File: src/rtl/cacheline_mem_scheduler_if.sv
// Cacheline port bundle: I-cache, D-cache and physical-memory sides.
// The scheduler takes the slave view; the surrounding system takes master.
interface cacheline_mem_scheduler_if #(
  parameter int s_offset = 4,
  parameter int size     = (2**s_offset)*8
);
  logic [31:0]     i_pmem_address;
  logic            i_pmem_read;
  logic [size-1:0] i_pmem_rdata;
  logic            i_pmem_resp;

  logic [31:0]     d_pmem_address;
  logic            d_pmem_read;
  logic            d_pmem_write;
  logic [size-1:0] d_pmem_wdata;
  logic [size-1:0] d_pmem_rdata;
  logic            d_pmem_resp;

  logic [size-1:0] pmem_rdata_c;
  logic            pmem_resp_c;
  logic [31:0]     pmem_address_c;
  logic            pmem_read_c;
  logic            pmem_write_c;
  logic [size-1:0] pmem_wdata_c;

  modport slave (
    input  i_pmem_address, i_pmem_read,
    output i_pmem_rdata, i_pmem_resp,
    input  d_pmem_address, d_pmem_read,
    input  d_pmem_write, d_pmem_wdata,
    output d_pmem_rdata, d_pmem_resp,
    input  pmem_rdata_c, pmem_resp_c,
    output pmem_address_c, pmem_read_c,
    output pmem_write_c, pmem_wdata_c
  );

  modport master (
    output i_pmem_address, i_pmem_read,
    input  i_pmem_rdata, i_pmem_resp,
    output d_pmem_address, d_pmem_read,
    output d_pmem_write, d_pmem_wdata,
    input  d_pmem_rdata, d_pmem_resp,
    output pmem_rdata_c, pmem_resp_c,
    input  pmem_address_c, pmem_read_c,
    input  pmem_write_c, pmem_wdata_c
  );
endinterface

File: src/rtl/cacheline_mem_scheduler.sv
// Shares one memory cacheline port between I-cache and D-cache.
// Commands are latched at grant; a counter bounds how long I can starve.
module cacheline_mem_scheduler #(
  parameter int s_offset   = 4,
  parameter int size       = (2**s_offset)*8,
  parameter int STARVE_MAX = 4
) (
  input logic                     clk,
  input logic                     rst,
  cacheline_mem_scheduler_if.slave bus
);

  typedef enum logic [1:0] {
    IDLE,
    I_BUSY,
    D_BUSY
  } state_e;

  localparam logic [3:0] SMAX = 4'(STARVE_MAX);

  state_e          state_q, state_d;
  logic [3:0]      cnt_q, cnt_d;
  logic [31:0]     addr_q, addr_d;
  logic            rd_q, rd_d;
  logic            wr_q, wr_d;
  logic [size-1:0] wd_q, wd_d;

  logic i_req;
  logic d_req;
  logic d_win;
  logic i_own;
  logic d_own;

  assign i_req = bus.i_pmem_read;
  assign d_req = bus.d_pmem_read | bus.d_pmem_write;
  assign d_win = d_req & (~i_req | (cnt_q < SMAX));
  assign i_own = (state_q == I_BUSY);
  assign d_own = (state_q == D_BUSY);

  // Grant arbitration, command latching and release on memory response
  always_comb begin
    state_d = state_q;
    cnt_d   = cnt_q;
    addr_d  = addr_q;
    rd_d    = rd_q;
    wr_d    = wr_q;
    wd_d    = wd_q;
    unique case (state_q)
      IDLE: begin
        if (d_win) begin
          state_d = D_BUSY;
          addr_d  = bus.d_pmem_address;
          rd_d    = bus.d_pmem_read;
          wr_d    = bus.d_pmem_write & ~bus.d_pmem_read;
          wd_d    = bus.d_pmem_wdata;
          if (!i_req)
            cnt_d = '0;
          else if (cnt_q < SMAX)
            cnt_d = cnt_q + 4'd1;
        end else if (i_req) begin
          state_d = I_BUSY;
          addr_d  = bus.i_pmem_address;
          rd_d    = 1'b1;
          wr_d    = 1'b0;
          cnt_d   = '0;
        end
      end
      I_BUSY, D_BUSY: begin
        if (bus.pmem_resp_c) begin
          state_d = IDLE;
          rd_d    = 1'b0;
          wr_d    = 1'b0;
        end
      end
      default: begin
        state_d = IDLE;
        rd_d    = 1'b0;
        wr_d    = 1'b0;
      end
    endcase
  end

  // State and memory-side command registers; reset abandons any transaction
  always_ff @(posedge clk or posedge rst) begin
    if (rst) begin
      state_q <= IDLE;
      cnt_q   <= '0;
      addr_q  <= '0;
      rd_q    <= 1'b0;
      wr_q    <= 1'b0;
      wd_q    <= '0;
    end else begin
      state_q <= state_d;
      cnt_q   <= cnt_d;
      addr_q  <= addr_d;
      rd_q    <= rd_d;
      wr_q    <= wr_d;
      wd_q    <= wd_d;
    end
  end

  assign bus.pmem_address_c = addr_q;
  assign bus.pmem_read_c    = rd_q;
  assign bus.pmem_write_c   = wr_q;
  assign bus.pmem_wdata_c   = wd_q;

  // Responses reach only the owner, and only while it still asks
  assign bus.i_pmem_resp  = i_own & bus.pmem_resp_c & bus.i_pmem_read;
  assign bus.d_pmem_resp  = d_own & bus.pmem_resp_c & d_req;
  assign bus.i_pmem_rdata = i_own ? bus.pmem_rdata_c : '0;
  assign bus.d_pmem_rdata = d_own ? bus.pmem_rdata_c : '0;

endmodule

File: src/flat_wrapper.sv
// flat-port wrapper written by rule: the top's interface ports become plain ports
module cacheline_mem_scheduler_flat 
#(
  parameter int s_offset   = 4,
  parameter int size       = (2**s_offset)*8,
  parameter int STARVE_MAX = 4
)
  (clk, rst, bus_i_pmem_address, bus_i_pmem_read, bus_i_pmem_rdata, bus_i_pmem_resp, bus_d_pmem_address, bus_d_pmem_read, bus_d_pmem_write, bus_d_pmem_wdata, bus_d_pmem_rdata, bus_d_pmem_resp, bus_pmem_rdata_c, bus_pmem_resp_c, bus_pmem_address_c, bus_pmem_read_c, bus_pmem_write_c, bus_pmem_wdata_c);
  cacheline_mem_scheduler_if #(.s_offset(s_offset), .size(size)) bus_i ();
  input logic clk;
  input logic rst;
  input wire logic [$bits(bus_i.i_pmem_address)-1:0] bus_i_pmem_address;
  input wire logic [$bits(bus_i.i_pmem_read)-1:0] bus_i_pmem_read;
  output wire logic [$bits(bus_i.i_pmem_rdata)-1:0] bus_i_pmem_rdata;
  output wire logic [$bits(bus_i.i_pmem_resp)-1:0] bus_i_pmem_resp;
  input wire logic [$bits(bus_i.d_pmem_address)-1:0] bus_d_pmem_address;
  input wire logic [$bits(bus_i.d_pmem_read)-1:0] bus_d_pmem_read;
  input wire logic [$bits(bus_i.d_pmem_write)-1:0] bus_d_pmem_write;
  input wire logic [$bits(bus_i.d_pmem_wdata)-1:0] bus_d_pmem_wdata;
  output wire logic [$bits(bus_i.d_pmem_rdata)-1:0] bus_d_pmem_rdata;
  output wire logic [$bits(bus_i.d_pmem_resp)-1:0] bus_d_pmem_resp;
  input wire logic [$bits(bus_i.pmem_rdata_c)-1:0] bus_pmem_rdata_c;
  input wire logic [$bits(bus_i.pmem_resp_c)-1:0] bus_pmem_resp_c;
  output wire logic [$bits(bus_i.pmem_address_c)-1:0] bus_pmem_address_c;
  output wire logic [$bits(bus_i.pmem_read_c)-1:0] bus_pmem_read_c;
  output wire logic [$bits(bus_i.pmem_write_c)-1:0] bus_pmem_write_c;
  output wire logic [$bits(bus_i.pmem_wdata_c)-1:0] bus_pmem_wdata_c;
  assign bus_i.i_pmem_address = bus_i_pmem_address;
  assign bus_i.i_pmem_read = bus_i_pmem_read;
  assign bus_i_pmem_rdata = bus_i.i_pmem_rdata;
  assign bus_i_pmem_resp = bus_i.i_pmem_resp;
  assign bus_i.d_pmem_address = bus_d_pmem_address;
  assign bus_i.d_pmem_read = bus_d_pmem_read;
  assign bus_i.d_pmem_write = bus_d_pmem_write;
  assign bus_i.d_pmem_wdata = bus_d_pmem_wdata;
  assign bus_d_pmem_rdata = bus_i.d_pmem_rdata;
  assign bus_d_pmem_resp = bus_i.d_pmem_resp;
  assign bus_i.pmem_rdata_c = bus_pmem_rdata_c;
  assign bus_i.pmem_resp_c = bus_pmem_resp_c;
  assign bus_pmem_address_c = bus_i.pmem_address_c;
  assign bus_pmem_read_c = bus_i.pmem_read_c;
  assign bus_pmem_write_c = bus_i.pmem_write_c;
  assign bus_pmem_wdata_c = bus_i.pmem_wdata_c;
  cacheline_mem_scheduler #(.s_offset(s_offset), .size(size), .STARVE_MAX(STARVE_MAX)) u_core (.clk(clk), .rst(rst), .bus(bus_i));
endmodule
File: config.mk
export PLATFORM = sky130hd
export DESIGN_NAME = cacheline_mem_scheduler_flat
export DESIGN_NICKNAME = d
export VERILOG_FILES = /design/src/rtl/cacheline_mem_scheduler_if.sv /design/src/rtl/cacheline_mem_scheduler.sv /design/src/flat_wrapper.sv
export SDC_FILE = /design/constraint.sdc
export NUM_CORES = 1
export LEC_CHECK = 0
export BUFFER_PORTS_ARGS = -buffer_cell sky130_fd_sc_hd__buf_2
export CAP_MARGIN = 10
export CORE_AREA = 2 2 287 289
export CTS_BUF_LIST = sky130_fd_sc_hd__clkbuf_4 sky130_fd_sc_hd__clkbuf_8
export CTS_CLUSTER_SIZE = 10
export DETAILED_ROUTE_END_ITERATION = 10
export DIE_AREA = 0 0 289 291
export PLACE_DENSITY = 0.31
export SLEW_MARGIN = 5
export SYNTH_ARGS = -nofsm -noshare
export SYNTH_HDL_FRONTEND = slang
export SYNTH_SLANG_ARGS = --single-unit
File: constraint.sdc
create_clock -name clk -period 6.45 [get_ports clk]
set_input_delay 1.29 -clock clk [delete_from_list [all_inputs] [get_ports clk]]
set_output_delay 1.29 -clock clk [all_outputs]
set_load 0.02 [all_outputs]
# Word level (Yosys, flattened, before mapping)
# Index checks and enable logic that the tools add are counted.
[classes]
add_sub_neg = 1
order_cmp = 1
n_eq_ne = 5
muxes = 19
bitwise_logic = 10
reduce_logical = 7
[op_table]
columns = ["cell", "n"]
rows = [
  ["$mux 128", 2],
  ["$mux 32", 2],
  ["$mux 4", 4],
  ["$and 1x1->1", 6],
  ["$mux 2", 3],
  ["$reduce_and 2->1", 3],
  ["$mux 1", 5],
  ["$add 4x1->4 const B", 1],
  ["$lt 4x3->1 const B", 1],
  ["$pmux 1 s2", 2],
  ["$pmux 2 s2", 1],
  ["$ne 3x2->1 const B", 1],
  ["$ne 3x3->1 const B", 1],
  ["$reduce_and 3->1", 1],
  ["$eq 2x1->1 const B", 1],
  ["$eq 2x2->1 const B", 1],
  ["$logic_not 2->1", 1],
  ["$ne 2x2->1 const B", 1],
  ["$not 1->1", 2],
  ["$or 1x1->1", 2],
  ["$reduce_bool 2->1", 1],
  ["$reduce_or 2->1", 1],
]
[totals]
regBits = 168
in_bits = 326
out_inout_bits = 420
elab_cells = 49

# Logic depth before layout (Yosys ltp)
# Gate-level depths: netlist (run 1).
[depth]
ltp_word = 5
ltp_mapped = 7
depth_no_buf = 5

# Worst setup path after synthesis (run 1)
# No wires, ideal clock.
[synth_timing]
kind = "input to output"
start = "input bus_d_pmem_write"
end = "output bus_d_pmem_resp"
t_arrival_ns = 2.158
t_required_ns = 5.160
setup_slack_ns = 3.002
cell_stages = 4
path_buffers = 2
path_cell_list = "or2_1 buf_2 buf_1 and3_1"
[synth_via]
elab_chain_len = 2
[synth_rtl]
columns = ["element", "line", "source"]
rows = [
  ["start: declaration", "flat_wrapper.sv:18", "input wire logic [$bits(bus_i.d_pmem_write)-1:0] bus_d_pmem_write;"],
  ["$or 1x1->1", "cacheline_mem_scheduler.sv:35", "assign d_req = bus.d_pmem_read | bus.d_pmem_write;"],
  ["$and 1x1->1", "cacheline_mem_scheduler.sv:109", "assign bus.d_pmem_resp = d_own & bus.pmem_resp_c & d_req;"],
  ["end: declaration", "flat_wrapper.sv:21", "output wire logic [$bits(bus_i.d_pmem_resp)-1:0] bus_d_pmem_resp;"],
]
# Every way passes these cells.

# Worst setup path in the final report (run 1)
[layout_timing]
start = "register u_core.state_q[0]"
end = "output bus_d_pmem_rdata[70]"
[layout_via]
elab_chain_len = 2
[layout_rtl]
columns = ["element", "line", "source"]
rows = [
  ["start: declaration", "cacheline_mem_scheduler.sv:21", "state_e state_q, state_d;"],
  ["start signal: assignment", "cacheline_mem_scheduler.sv:93", "state_q <= state_d;"],
  ["$eq 2x2->1", "cacheline_mem_scheduler.sv:38", "assign d_own = (state_q == D_BUSY);"],
  ["$mux 128", "cacheline_mem_scheduler.sv:111", "assign bus.d_pmem_rdata = d_own ? bus.pmem_rdata_c : '0;"],
  ["end: declaration", "flat_wrapper.sv:20", "output wire logic [$bits(bus_i.d_pmem_rdata)-1:0] bus_d_pmem_rdata;"],
]
# Every way passes these cells.

==> results of run 1 <==
[how the worst min path moves through the flow]
stage                                            from                          end  slack, ns
after floorplan                       u_core.cnt_q[1]              u_core.cnt_q[1]       0.45
after global placement                u_core.cnt_q[1]              u_core.cnt_q[1]       0.47
after detailed placement  u_core.bus.pmem_wdata_c[76]  u_core.bus.pmem_wdata_c[76]       0.48
after CTS                 u_core.bus.pmem_wdata_c[36]  u_core.bus.pmem_wdata_c[36]       0.50
after global routing      u_core.bus.pmem_wdata_c[62]  u_core.bus.pmem_wdata_c[62]       0.50
final                      u_core.bus.pmem_wdata_c[2]   u_core.bus.pmem_wdata_c[2]       0.49
[synth_stat cells, drive strengths merged]
| master | count |
|---|---|
| and2 | 257 |
| nand3 | 2 |
| a31oi | 32 |
| o21ai | 35 |
| inv | 4 |
| mux2 | 128 |
| clkbuf | 40 |
| nor2 | 34 |
| buf | 23 |
| o31ai | 2 |
| o2bb2ai | 3 |
| or2 | 1 |
| nand2b | 3 |
| o31a | 1 |
| nand2 | 3 |
| and3 | 2 |
| nand4 | 1 |
| dfrtp | 168 |
| a21oi | 34 |
| nor3 | 1 |
| a21bo | 1 |
| o21a | 1 |
| o211ai | 1 |
| ha | 4 |
[metrics by stage]
| stage | cell area (sq um) | utilization (%) |
|---|---|---|
| after CTS | 13790 | 16.98 |
| after global placement | 13360 | 16.46 |
| after floorplan | 8511 | - |
| after global routing | 13800 | 16.99 |
| after detailed placement | 13360 | 16.46 |
| final | 13840 | 17.04 |
[worst register-to-register path: stages, from the launching register on]
cell and delay [ns]:
sky130_fd_sc_hd__dfrtp_1 0.42, sky130_fd_sc_hd__inv_1 0.13, sky130_fd_sc_hd__ha_1 0.43, sky130_fd_sc_hd__nand3_4 0.14, sky130_fd_sc_hd__buf_12 0.23, sky130_fd_sc_hd__mux2_1 0.86
[cells by family (layout without fill, tap and decap cells)]
| logic type | after synthesis | count (layout) | synth area share, % |
|---|---|---|---|
| fa+ha+maj | 4 | 4 | 0.5881 |
| compound gates | 110 | 110 | 7.542 |
| mux | 128 | 128 | 16.94 |
| other cells | 0 | 20 | 0 |
| simple gates | 304 | 304 | 21.27 |
| flops | 168 | 168 | 49.40 |
| buf+inv | 67 | 789 | 4.263 |
[area by class of cell]
| type | instances | area [sq um] |
|---|---|---|
| tap | 1070 | 1339 |
| clock inverter | 12 | 156.4 |
| clock buffer | 20 | 269.0 |
| inverter | 4 | 20.02 |
| timing repair buffer | 753 | 3814 |
| antenna | 20 | 50.05 |
| fill | 9256 | 67350 |
| sequential | 168 | 4204 |
| multi-input combinational | 546 | 3985 |
[state kept, by name (all words and copies together) (netlist names)]
register / count
u_core.bus.pmem_wdata_c: 128
u_core.bus.pmem_address_c: 32
u_core.cnt_q: 4
u_core.state_q: 2
u_core.bus.pmem_read_c: 1
u_core.bus.pmem_write_c: 1
[power groups by stage]
stage / combinational, mW / clock, mW / sequential [mW]
3_3_place_gp: 4.11 / 0 / 1.87
3_5_place_dp: 4.10 / 0 / 1.88
6_report: 3.98 / 0.861 / 1.85
4_1_cts: 4.10 / 0.928 / 1.86
2_1_floorplan: 1.77 / 0 / 2.51
5_1_grt: 4.27 / 0.966 / 1.93
[metal layers]
layer	share of wire, %	wire (um)	GRT usage, %
met3	7.5	4636	3.339
met2	52	31920	25.81
met1	39	23840	16.74
met4	2.2	1353	4.111
met5	0.12	76	0
==> metrics.log, run 1 <==
[metrics] number of violations of the max-capacitance limit: 0
[metrics] crit path max-delay cell type: sky130_fd_sc_hd__buf_4
[metrics] post-route setup TNS: 0 ns
[metrics] maximum number of buffers from clock root to sink: 2
[metrics] startpoint of the lowest-slack register-to-register path: u_core.state_q[0]
[metrics] minimum hold slack: 0.4942 ns
[metrics] final routed wirelength across all metal layers: 61830 um
[metrics] CTS tree: built
[metrics] final period utilization: 63.43%
[metrics] Cells after Synth: 781
[metrics] post-cts sizing count: 0
[metrics] Stages on worst setup path: 5
[metrics] Initial DRT Pass Iterations: 4
[metrics] power density over cell area: 484.0 nW/um^2
[metrics] run status: completed
[metrics] clock buffers created by TritonCTS: 17
[metrics] post-CTS setup-driven buffer insertion count: 0
[metrics] arrival time of data at the critical path endpoint: 2.80 ns
[metrics] Yosys top cell area share: 49.40%
[metrics] final net count: 1820
[metrics] switching component of the power: 3.392 mW
[metrics] RSZ-0062 raised after global routing: no
[metrics] FMAX: 244.4 MHz
[metrics] required time at the worst-slack endpoint: 5.16 ns
[metrics] Antenna Nets Post-Route: 0
[metrics] sequential area share after synthesis: 49.40%
[metrics] Layout Cells excl Fill: 2593
[metrics] Logic pwr share: 59.4%
[metrics] switching power share of the total: 50.65%
[metrics] internal power: 3.305 mW
[metrics] path depth of the worst reg2reg path: 5
[metrics] first-pass GRT wire length: 80760 um
[metrics] number of cells after detailed placement: 2541
[metrics] measured slew at the worst slew-check pin: 1.111 ns
[metrics] largest net degree at the start of global routing: 128
[metrics] largest area contributor in the netlist: sky130_fd_sc_hd__dfrtp_1
[metrics] setup clock skew after layout: 0.01327 ns
[metrics] syn_nets: 1111
[metrics] worst slack after detailed placement: 2.771 ns
[metrics] global route overflow: 0
[metrics] static leakage: 7.045 nW
[metrics] final number of max-transition violations: 0
[metrics] area of the die: 84100 sq um
[metrics] Worst path top cell family by delay: buffers and inverters
[metrics] power share of the sequential group: 27.7%
[metrics] detailed-route wire length per cell: 23.84 um
[metrics] Die Height: 291 um
[metrics] DR iter-0 viols: 384
[metrics] internal reg-to-reg setup slack: 4.13 ns
[metrics] # IOs: 746
[metrics] global routing usage summed across all routing layers: 14.34%
[metrics] Final setup violation count: 0
[metrics] Placement Rows: 105
[metrics] end of the worst register-to-register path: u_core.bus.pmem_wdata_c[114]
[metrics] type of the most critical hold path: register to register
[metrics] crit path max fanout: 78
[metrics] register clock-pin slew on the reported worst setup and hold paths: 0.10 ns
[metrics] leading post-synthesis cells by cell area: sky130_fd_sc_hd__dfrtp_1 (49%), sky130_fd_sc_hd__and2_1 (19%), sky130_fd_sc_hd__mux2_1 (16%), sky130_fd_sc_hd__a31oi_1 (2.4%), sky130_fd_sc_hd__a21oi_1 (2.0%)
[metrics] synthesized area divided by synthesized cell count: 10.90 sq um
[metrics] clock latency of the later-clocked register in the worst-skew pair: 0.53 ns
[metrics] power consumption: 6.697 mW
[metrics] instance count along the most critical hold path: 1
[metrics] Critical path buffers and inverters: 3
[metrics] count of warnings emitted by yosys: 0
[metrics] Max H-tree Level: 4
[metrics] Hold Violations, Final: 0
[metrics] Placeable Area: 81190 sq um
[metrics] vias per cell: 3.376
[metrics] type of element capturing the critical path: primary output
[metrics] Final GP Congestion: 0.8898
[metrics] final worst path period need: 4.092 ns
[metrics] critical setup path kind: register to primary output
[metrics] mapped cell area: 8511 sq um
[metrics] most frequent cells in the layout: sky130_fd_sc_hd__buf_2 (745), sky130_fd_sc_hd__and2_1 (257), sky130_fd_sc_hd__dfrtp_1 (168), sky130_fd_sc_hd__mux2_1 (120)
[metrics] worst-case setup margin in the final layout: 2.358 ns
[metrics] detailed-placement wirelength estimate: 51620 um
[metrics] proportion of power drawn by the clock network: 12.9%
[metrics] post-synth cell types: 30
[metrics] number of antenna violations at the first check in global routing: 37
[metrics] number of vias after detailed routing: 8753
[metrics] fraction of final layout cells with drive strength greater than 1: 53.56%
[metrics] via count of the first global-routing pass: 8977
[metrics] total clock sinks: 168
[metrics] number of flip-flops and latches in the synthesized netlist: 168
[metrics] capture point of the worst path: bus_d_pmem_rdata[70]
[metrics] number of remaining DRC errors: 0
[metrics] die width: 289 um
[metrics] count of hold-fix buffers inserted at cts: 0
[metrics] Max-Slew Margin vs Limit: 25.93%
[metrics] IO buf count: 745
[metrics] Critical Path Source Type: register
[metrics] slowest cell delay on critical path: 0.67 ns
[metrics] leading cell type in the layout, fill and taps excluded: sky130_fd_sc_hd__buf_2
[metrics] root buffer cell: sky130_fd_sc_hd__clkbuf_8
[metrics] maximum ir drop on the vdd rail: 0.2548 mV
[metrics] signed area change from the synthesized netlist to the final layout: 62.58%
[metrics] source of the critical timing path: u_core.state_q[0]
[metrics] chain of cells forming the critical path: inv_1, ha_4, buf_4, and2_1, buf_2
[metrics] initial cell density of the core: 10.48%
(Power assumes the default switching activity.)
==> run 2, diff against run 1 <==
==> constraint.sdc (replaced) <==
create_clock -name clk -period 4.14 [get_ports clk]
set_input_delay 0.828 -clock clk [delete_from_list [all_inputs] [get_ports clk]]
set_output_delay 0.828 -clock clk [all_outputs]
set_load 0.02 [all_outputs]
==> run 2 against run 1 <==
Against the previous run: hold slack lost 0.068 ns; flip-flop and latch count unchanged; combinational power is 57% higher; clock power rose by 45%; via count up 0.90%; design area increased by 0.52%; count of clock-buffer cells in the layout decreased by 3; worst setup slack worse by 1.5 ns.
==> metrics.log, run 2 (same netlist as run 1, synthesis figures left out) <==
[metrics] Placement Rows: 105 (unchanged)
[metrics] max reg flops: 128 (unchanged)
[metrics] detailed-route wire length per cell: 22.61 um (was 23.84 um)
[metrics] vias per cell: 3.401 (was 3.376)
[metrics] final routed wirelength across all metal layers: 58730 um (was 61830 um)
[metrics] Final setup violation count: 0 (unchanged)
[metrics] crit path max fanout: 38 (was 78)
[metrics] register clock-pin slew on the reported worst setup and hold paths: 0.12 ns (was 0.10 ns)
[metrics] required time at the worst-slack endpoint: 3.31 ns (was 5.16 ns)
[metrics] run status: completed (unchanged)
[metrics] power consumption: 10.34 mW (was 6.697 mW)
[metrics] type of element capturing the critical path: primary output (unchanged)
[metrics] Antenna Nets Post-Route: 0 (unchanged)
[metrics] setup clock skew after layout: 0.02708 ns (was 0.01327 ns)
[metrics] final worst path period need: 3.320 ns
[metrics] Initial DRT Pass Iterations: 4 (unchanged)
[metrics] fraction of final layout cells with drive strength greater than 1: 53.84% (was 53.56%)
[metrics] final number of max-transition violations: 0 (unchanged)
[metrics] clock latency of the later-clocked register in the worst-skew pair: 0.54 ns (was 0.53 ns)
[metrics] post-route setup TNS: 0 ns (unchanged)
[metrics] number of vias after detailed routing: 8832 (was 8753)
[metrics] number of cells after detailed placement: 2551 (was 2541)
[metrics] area of the die: 84100 sq um (unchanged)
[metrics] arrival time of data at the critical path endpoint: 2.49 ns (was 2.80 ns)
[metrics] critical setup path kind: register to primary output (unchanged)
[metrics] measured slew at the worst slew-check pin: 1.107 ns (was 1.111 ns)
[metrics] number of remaining DRC errors: 0 (unchanged)
[metrics] number of violations of the max-capacitance limit: 0 (unchanged)
[metrics] detailed-placement wirelength estimate: 49770 um (was 51620 um)
[metrics] count of hold-fix buffers inserted at cts: 0 (unchanged)
[metrics] signed area change from the synthesized netlist to the final layout: 63.42% (was 62.58%)
[metrics] most frequent cells in the layout: sky130_fd_sc_hd__buf_2 (745), sky130_fd_sc_hd__and2_1 (257), sky130_fd_sc_hd__dfrtp_1 (168), sky130_fd_sc_hd__mux2_1 (120) (unchanged)
[metrics] leading cell type in the layout, fill and taps excluded: sky130_fd_sc_hd__buf_2 (unchanged)
[metrics] post-CTS setup-driven buffer insertion count: 0 (unchanged)
[metrics] Critical Path Source Type: register (unchanged)
[metrics] type of the most critical hold path: primary input to asynchronous set/reset pin (was register to register)
[metrics] number of antenna violations at the first check in global routing: 35 (was 37)
[metrics] final period utilization: 80.19%
[metrics] total clock sinks: 168 (unchanged)
[metrics] post-cts sizing count: 0 (unchanged)
[metrics] Max H-tree Level: 4 (unchanged)
[metrics] Layout Cells excl Fill: 2597 (was 2593)
[metrics] FMAX: 301.2 MHz
[metrics] root buffer cell: sky130_fd_sc_hd__clkbuf_8 (unchanged)
[metrics] IO buf count: 745 (unchanged)
[metrics] # IOs: 746 (unchanged)
[metrics] final net count: 1830 (was 1820)
[metrics] global routing usage summed across all routing layers: 13.54% (was 14.34%)
[metrics] power density over cell area: 743.5 nW/um^2 (was 484.0 nW/um^2)
[metrics] global route overflow: 0 (unchanged)
[metrics] first-pass GRT wire length: 78100 um (was 80760 um)
[metrics] CTS tree: built (unchanged)
[metrics] post-layout utilization of the core: 17.13% (was 17.04%)
[metrics] Die Height: 291 um (unchanged)
[metrics] static leakage: 7.076 nW (was 7.045 nW)
[metrics] RSZ-0062 raised after global routing: no (unchanged)
[metrics] largest net degree at the start of global routing: 57 (was 128)
[metrics] DR iter-0 viols: 399 (was 384)
[metrics] via count of the first global-routing pass: 9058 (was 8977)
[metrics] Max-Slew Margin vs Limit: 26.21% (was 25.93%)
[metrics] initial cell density of the core: 10.48% (unchanged)
[metrics] clock buffers created by TritonCTS: 17 (unchanged)
[metrics] maximum ir drop on the vdd rail: 0.2696 mV (was 0.2548 mV)
[metrics] Placeable Area: 81190 sq um (unchanged)
[metrics] maximum number of buffers from clock root to sink: 2 (unchanged)
[metrics] die width: 289 um (unchanged)
[metrics] Final GP Congestion: 0.8535 (was 0.8898)
[metrics] Hold Violations, Final: 0 (unchanged)
-- run 2: area by class of cell --
| type | count | area (sq um) |
|---|---|---|
| repair buffers | 763 | 3939 |
| inverters | 4 | 18.77 |
| clock buffers | 17 | 234.0 |
| well taps | 1070 | 1339 |
| fillers | 9311 | 67280 |
| diodes | 15 | 37.54 |
| multi-input cells | 546 | 3975 |
| flip-flops and latches | 168 | 4204 |
| clock inverters | 14 | 161.4 |
-- run 2: report_power, final --
group / switching (mW) / internal, mW / total, mW / leakage, nW
registers: 0.393 / 2.47 / 2.86 / 1.96
clock network: 0.752 / 0.498 / 1.25 / 0.187
logic: 4.08 / 2.15 / 6.23 / 4.93
total: 5.23 / 5.12 / 10.3 / 7.08
-- run 2: worst paths after layout --
path | from | end | slack, ns | depth (start not counted)
min | rst | u_core.bus.pmem_wdata_c[60] | 0.43 | 2
max in group asynchronous | rst | u_core.bus.pmem_wdata_c[66] | 2.86 | 3
max reg2reg | u_core.state_q[0] | u_core.bus.pmem_wdata_c[3] | 1.64 | 5
min reg2reg | u_core.bus.pmem_wdata_c[30] | u_core.bus.pmem_wdata_c[30] | 0.49 | 1
min in group clk | u_core.bus.pmem_wdata_c[30] | u_core.bus.pmem_wdata_c[30] | 0.49 | 1
max | u_core.state_q[1] | bus_i_pmem_rdata[2] | 0.82 | 5
-- run 2: layer usage --
metal / vias to the layer above / wire [um] / GRT usage [%]
met1: 4315 / 24130 / 16.90
met2: 397 / 29500 / 23.98
li1: 4067 / - / -
met3: 45 / 4587 / 3.064
met5: - / 46 / 0
met4: 8 / 455 / 2.024
-- run 2: through the flow --
stage | area [sq um] | hold WS [ns] | worst slack (ns)
global placement | 13480 | 0.4678 | 1.332
CTS | 13870 | 0.3909 | 0.7493
finish | 13910 | 0.4259 | 0.8202
floorplan | 8514 | 0.4538 | 1.171
global route | 13880 | 0.4339 | 0.6356
detailed placement | 13480 | 0.4754 | 1.301
-- run 2: worst max-delay path: stages, from the launching register on --
cell	delay, ns
sky130_fd_sc_hd__dfrtp_1	0.41
sky130_fd_sc_hd__inv_1	0.09
sky130_fd_sc_hd__ha_2	0.62
sky130_fd_sc_hd__buf_4	0.42
sky130_fd_sc_hd__and2_1	0.23
sky130_fd_sc_hd__buf_2	0.19
